[src/rtl/regfile_pkg.sv]
// Shared types for the register storage: controller states and address-width helper.
package regfile_pkg;

  typedef enum logic {
    CLEAR = 1'b0,
    READY = 1'b1
  } state_e;

  function automatic int addr_w(input int size);
    return (size > 2) ? $clog2(size) : 1;
  endfunction

endpackage

[src/rtl/regfile_bank.sv]
// One storage bank: single write port, single registered read port, no reset so it maps to block RAM.
module regfile_bank #(
  parameter int WIDTH = 32,
  parameter int SIZE  = 32,
  parameter int AW    = 5
) (
  input  logic             CLK,
  input  logic             we,
  input  logic [AW-1:0]    waddr,
  input  logic [WIDTH-1:0] wdata,
  input  logic [AW-1:0]    raddr,
  output logic [WIDTH-1:0] rdata
);

  logic [WIDTH-1:0] mem [SIZE];

  // Read-before-write on a same-address collision; the top handles bypass.
  always_ff @(posedge CLK) begin
    if (we) mem[waddr] <= wdata;
    rdata <= mem[raddr];
  end

endmodule

[src/rtl/regfile_mem.sv]
// Multi-read-port register storage: one bank per read port sharing a write stream,
// hardware clear after reset, and registered zero/range/bypass overrides per port.
module regfile_mem
  import regfile_pkg::*;
#(
  parameter int  WIDTH    = 32,
  parameter int  SIZE     = 32,
  parameter int  NUM_READ = 2,
  parameter bit  ZERO_REG = 1'b1,
  parameter bit  BYPASS   = 1'b1,
  localparam int AW       = addr_w(SIZE)
) (
  input  logic                      CLK,
  input  logic                      RST,
  input  logic [WIDTH-1:0]          wr_data,
  input  logic [AW-1:0]             wr_addr,
  input  logic                      wr_en,
  input  logic [NUM_READ*AW-1:0]    rd_addr,
  output logic [NUM_READ*WIDTH-1:0] rd_data,
  output logic                      ready
);

  state_e        state, state_n;
  logic [AW-1:0] clr_ptr, clr_ptr_n;
  logic          ready_n;

  always_ff @(posedge CLK) begin
    if (RST) begin
      state   <= CLEAR;
      clr_ptr <= '0;
      ready   <= 1'b0;
    end else begin
      state   <= state_n;
      clr_ptr <= clr_ptr_n;
      ready   <= ready_n;
    end
  end

  // Pointer holds at SIZE-1 on the last clear edge so it never wraps.
  always_comb begin
    state_n   = state;
    clr_ptr_n = clr_ptr;
    ready_n   = ready;
    case (state)
      CLEAR: begin
        if (clr_ptr == AW'(SIZE - 1)) begin
          state_n = READY;
          ready_n = 1'b1;
        end else begin
          clr_ptr_n = clr_ptr + 1'b1;
        end
      end
      READY: ;
      default: state_n = CLEAR;
    endcase
  end

  logic wr_in_range;
  if (SIZE == (1 << AW)) begin : g_wr_full
    assign wr_in_range = 1'b1;
  end else begin : g_wr_part
    assign wr_in_range = ({1'b0, wr_addr} < (AW+1)'(SIZE));
  end

  logic             wr_acc, bank_we;
  logic [AW-1:0]    bank_wa;
  logic [WIDTH-1:0] bank_wd;

  assign wr_acc  = (state == READY) && wr_en && wr_in_range && !(ZERO_REG && wr_addr == '0);
  assign bank_we = (state == CLEAR) || wr_acc;
  assign bank_wa = (state == CLEAR) ? clr_ptr : wr_addr;
  assign bank_wd = (state == CLEAR) ? '0 : wr_data;

  for (genvar i = 0; i < NUM_READ; i++) begin : g_port
    logic [AW-1:0]    ra;
    logic             rd_in_range;
    logic [WIDTH-1:0] raw, ovr_val;
    logic             ovr;

    assign ra = rd_addr[i*AW +: AW];

    if (SIZE == (1 << AW)) begin : g_rd_full
      assign rd_in_range = 1'b1;
    end else begin : g_rd_part
      assign rd_in_range = ({1'b0, ra} < (AW+1)'(SIZE));
    end

    regfile_bank #(.WIDTH(WIDTH), .SIZE(SIZE), .AW(AW)) u_bank (
      .CLK   (CLK),
      .we    (bank_we),
      .waddr (bank_wa),
      .wdata (bank_wd),
      .raddr (ra),
      .rdata (raw)
    );

    // Override decided alongside the bank read and applied after the bank register.
    always_ff @(posedge CLK) begin
      if (RST || state == CLEAR) begin
        ovr     <= 1'b1;
        ovr_val <= '0;
      end else if ((ZERO_REG && ra == '0) || !rd_in_range) begin
        ovr     <= 1'b1;
        ovr_val <= '0;
      end else if (BYPASS && wr_acc && wr_addr == ra) begin
        ovr     <= 1'b1;
        ovr_val <= wr_data;
      end else begin
        ovr     <= 1'b0;
        ovr_val <= '0;
      end
    end

    assign rd_data[i*WIDTH +: WIDTH] = ovr ? ovr_val : raw;
  end

endmodule

[config.mk]
export PLATFORM = sky130hd
export DESIGN_NAME = regfile_mem
export DESIGN_NICKNAME = d
export VERILOG_FILES = /design/src/rtl/regfile_pkg.sv /design/src/rtl/regfile_bank.sv /design/src/rtl/regfile_mem.sv
export SDC_FILE = /design/constraint.sdc
export NUM_CORES = 1
export LEC_CHECK = 0
export CORE_MARGIN = 5
export CORE_UTILIZATION = 42
export DETAILED_ROUTE_END_ITERATION = 12
export GPL_TIMING_DRIVEN = 0
export PLACE_DENSITY = 0.61
export SKIP_CTS_REPAIR_TIMING = 1
export SYNTH_ARGS = -nofsm -noshare
export SYNTH_HDL_FRONTEND = slang
export SYNTH_SLANG_ARGS = --single-unit
export TNS_END_PERCENT = 50
[constraint.sdc]
create_clock -name CLK -period 5.95 [get_ports CLK]
set_clock_uncertainty 0.15 [all_clocks]
set_input_delay 0.8925 -clock CLK [delete_from_list [all_inputs] [get_ports CLK]]
set_output_delay 0.8925 -clock CLK [all_outputs]
set_load 0.02 [all_outputs]
==> impl_results.md <==
- Status: complete, no violations
- Mapped cell area: between 50000 and 60000 sq um
- Peak clock frequency supported by timing: 0.2060 GHz
- Via count of the first global-routing pass: 35.26k
- Clock transition at the registers of the reported paths: about 0.060 ns
- Total number of vias: approximately 36k
- Overall Global Routing Usage: 26.70%
- Number of search-and-repair iterations in the first detailed-routing pass: 6
- Wire length of the first global-routing pass: ~260000 microns
- Top-Level Pins: 115
- Endpoint of the worst-slack reg-to-reg timing path: g_port[1].u_bank.mem[12][15]
- Total of buffers placed on input and output ports: 108
- Sequential share of the synthesized area: 62.97%
- Worst endpoint data arrival time: 3.81 ns
- Max transition margin: 5.514%
- Kind of path behind the tightest hold check: input pin to flip-flop
- Hold Crit Start: RST
- Initial core utilization: 42.30%
- Weighted congestion reported at the end of routability-driven placement: 0.8864
- Max clock buf depth: 3
- Commonest cells after routing, fill and taps aside: mux2i_1 (1025), edfxtp_1 (1024), nand2_1 (210), a21oi_1 (195), nand3_1 (195)
- Hold Vio Cnt, Final: 0
- Least-Margin Pin Slew: between 1 and 1.5 ns
- Final cell count without fillers: 5797
- Die span in x: ~370 microns
- Fraction of power consumed by combinational cells: 8.2%
- NumNets Final: 4086
- Routed vias/inst: 6.186
- Post-route core utilization: 48.67%
- Slowest stage delay, CP: 1.08 ns
- Detailed placer's ending HPWL: 128000 microns
- Total Power: 17.95 mW
- Proportion of power drawn by flip-flops and latches: 49.8%
- Clk pwr share: 42.0%
- Synth area leader: edfxtp_1
- Cell count after placement: about 5.6k
- Leading cell types by total area after synthesis: edfxtp_1 (58%), mux2i_1 (19%), dfxtp_1 (5.2%)
- Critical Path End Type: output port
- Core Area: 125700 sq um
- Overflow left after global routing: 0
- Post-placement setup slack: 1.671 ns
- Worst path top cell family by delay: buffers and inverters
- Initial antenna violation count: 6
- Area of the die: 133900 sq um
- Cells on worst reg2reg path: 3
- Maximum resistive drop on vdd: 0.2575 mV
- Crit-path max FO: 10
- Yosys warns: 0
- Number of H-tree levels: 3
- Count of unique library cells instantiated by Yosys: 41
- Final critical-path required period: between 4 and 5 ns
- Worst EP required: just under 5 ns
- FF+latch count, synth: 1161
- TritonCTS clock tree: yes
- Hold-critical path endpoint: clr_ptr[1]
- Sink count of the clock tree: 1161
- Critical Path Start Type: flip-flop
- Initial drt markers: between 4k and 5k
- Later-pin clock latency in the skew report: roughly 0.75 ns
- Startpoint of the worst register-to-register path: state
- Switching power total: approximately 4.3 mW
- Number of cells produced by synthesis: around 3.8k
- Proportion of total power due to net switching: 23.77%
- Max Cap Viol: 0
- Internal Power: 13.68 mW
- Share of the synthesized area in the top cell type: 57.81%
- Inserted Clock Buffers: 121
- Most common library cell in the layout ignoring fill and taps: mux2i_1
- Crit path setup slack, layout: 1.096 ns
- Slowest-stage cell, CP: buf_1
- PwrDens: roughly 300 nW/um^2
- DR WL/cell: ~32 microns
- Total negative slack: 0 ns
- Instance count along the most critical hold path: 2
- Final setup violating endpoints: 0
- Critical Setup Path Class: flip-flop to output port
- Final worst-path cycle share: 81.59%
- Net Count, Synth: approximately 3.8k
- Height of the die: 365.9 microns
- Root Buffer Master: clkbuf_16
- Sum of routed wire length over all layers: 185500 microns
- Largest net degree at the start of global routing: 33
- Buffers & Inverters on Critical Path: 3
- Final Max Slew Viols: 0
- Setup repair after global routing missed its margin: no
- Area growth from synthesis to final layout: 15.06%
- CP cell instances: clkbuf_1 -> buf_1 -> mux2_2 -> clkdlybuf4s50_1
- Row Count: 130
- Share of cells above drive strength 1: about an eighth
- Setup slack on the worst flop-to-flop path: between 2 and 2.5 ns
- Post-detailed-route DRC marker count: 0
- Synthesized area per cell: 14.10 sq um
- Leakage: 22.59 nW
- DRT antenna net count: 0
- Number of fillers in the final layout: 10.84k
==> layout make-up <==
class                           count  area [sq um]  share of cell area [%]
Inverter                            2         7.507                 0.01227
Buffer                            275          1471                   2.404
Antenna cell                        6         15.01                 0.02453
Timing Repair Buffer              140          1759                   2.874
Clock buffer                      194          3656                   5.974
Sequential cell                  1161         33490                   54.73
Tap cell                         1650          2064                   3.373
Multi-Input combinational cell   2333         18470                   30.18
Clock inverter                     36         261.5                  0.4273
==> layer usage <==
metal | wire, microns | vias up | global-route usage, %
met1 | 75140 | 18250 | 35.92
met4 | 8227 | 4 | 10.97
met3 | 18000 | 412 | 5.755
li1 | - | 15180 | -
met2 | 84110 | 2017 | 42.22
met5 | 32 | - | 0
==> power by group through the flow <==
stage	Combinational, mW	Sequential (mW)	Clock [mW]
after global placement	1.40	9.12	0
after floorplan	0.832	9.10	0
after global routing	1.51	8.95	7.91
after CTS	1.45	8.94	7.56
final	1.48	8.94	7.53
after detailed placement	1.44	9.11	0
==> synthesized netlist by cell type, drive strengths merged <==
| master | n |
|---|---|
| nor3 | 70 |
| nand2b | 4 |
| xnor2 | 6 |
| edfxtp | 1024 |
| nor3b | 2 |
| and2 | 98 |
| a22o | 128 |
| and3 | 1 |
| a21oi | 198 |
| o21ai | 4 |
| nand2 | 210 |
| buf | 183 |
| or2 | 4 |
| a31oi | 65 |
| a32o | 1 |
| a22oi | 192 |
| mux2 | 65 |
| nor2 | 45 |
| o41ai | 2 |
| clkbuf | 92 |
| mux2i | 1025 |
| o32ai | 1 |
| or3 | 1 |
| nor2b | 4 |
| ha | 2 |
| nand4 | 1 |
| o31ai | 1 |
| nand3 | 195 |
| inv | 2 |
| dfxtp | 137 |
| xor2 | 7 |
| or4 | 1 |
==> metrics by stage <==
stage | cell area (sq um) | hold slack [ns]
finish | 61200 | 0.3037
global route | 61180 | 0.3061
CTS | 61180 | 0.2546
detailed placement | 57270 | 0.3996
global placement | 56340 | 0.3857
floorplan | 53190 | 0.3546
==> logic make-up after synthesis <==
family | count (synthesis) | share of synthesized area [%]
DFF | 1161 | 62.97
muxes | 1090 | 20.67
and+or+nand+nor | 636 | 5.704
AOI/OAI and AO/OA | 592 | 7.622
buffers and inverters | 277 | 2.780
xor gates and xnor gates | 13 | 0.2141
adders and majority gates | 2 | 0.04704
==> worst max-delay path by stage <==
stage                                         to  cells past startpoint           from  slack (ns)
floorplan             g_port[1].u_bank.mem[0][0]                      6     wr_addr[3]        2.46
global placement    g_port[1].u_bank.mem[16][19]                      6     wr_addr[0]       -0.35
detailed placement    g_port[1].u_bank.rdata[17]                      7     rd_addr[7]        1.67
CTS                                  rd_data[13]                      4  g_port[0].ovr        1.16
global route                         rd_data[44]                      4  g_port[1].ovr        1.05
finish                               rd_data[44]                      4  g_port[1].ovr        1.10
==> state kept, by name (all words and copies together) (netlist names) <==
| name | flops |
|---|---|
| g_port.u_bank.mem | 1024 |
| g_port.ovr_val | 64 |
| g_port.u_bank.rdata | 64 |
| clr_ptr | 5 |
| g_port.ovr | 2 |
| ready | 1 |
| state | 1 |
==> worst reg2reg max path: stages, from the launching register on <==
cell,delay (ns)
dfxtp_1,0.37
clkbuf_1,0.82
clkbuf_1,0.94
and2_1,1.10
No activity file was read; power rests on OpenSTA's default activity.
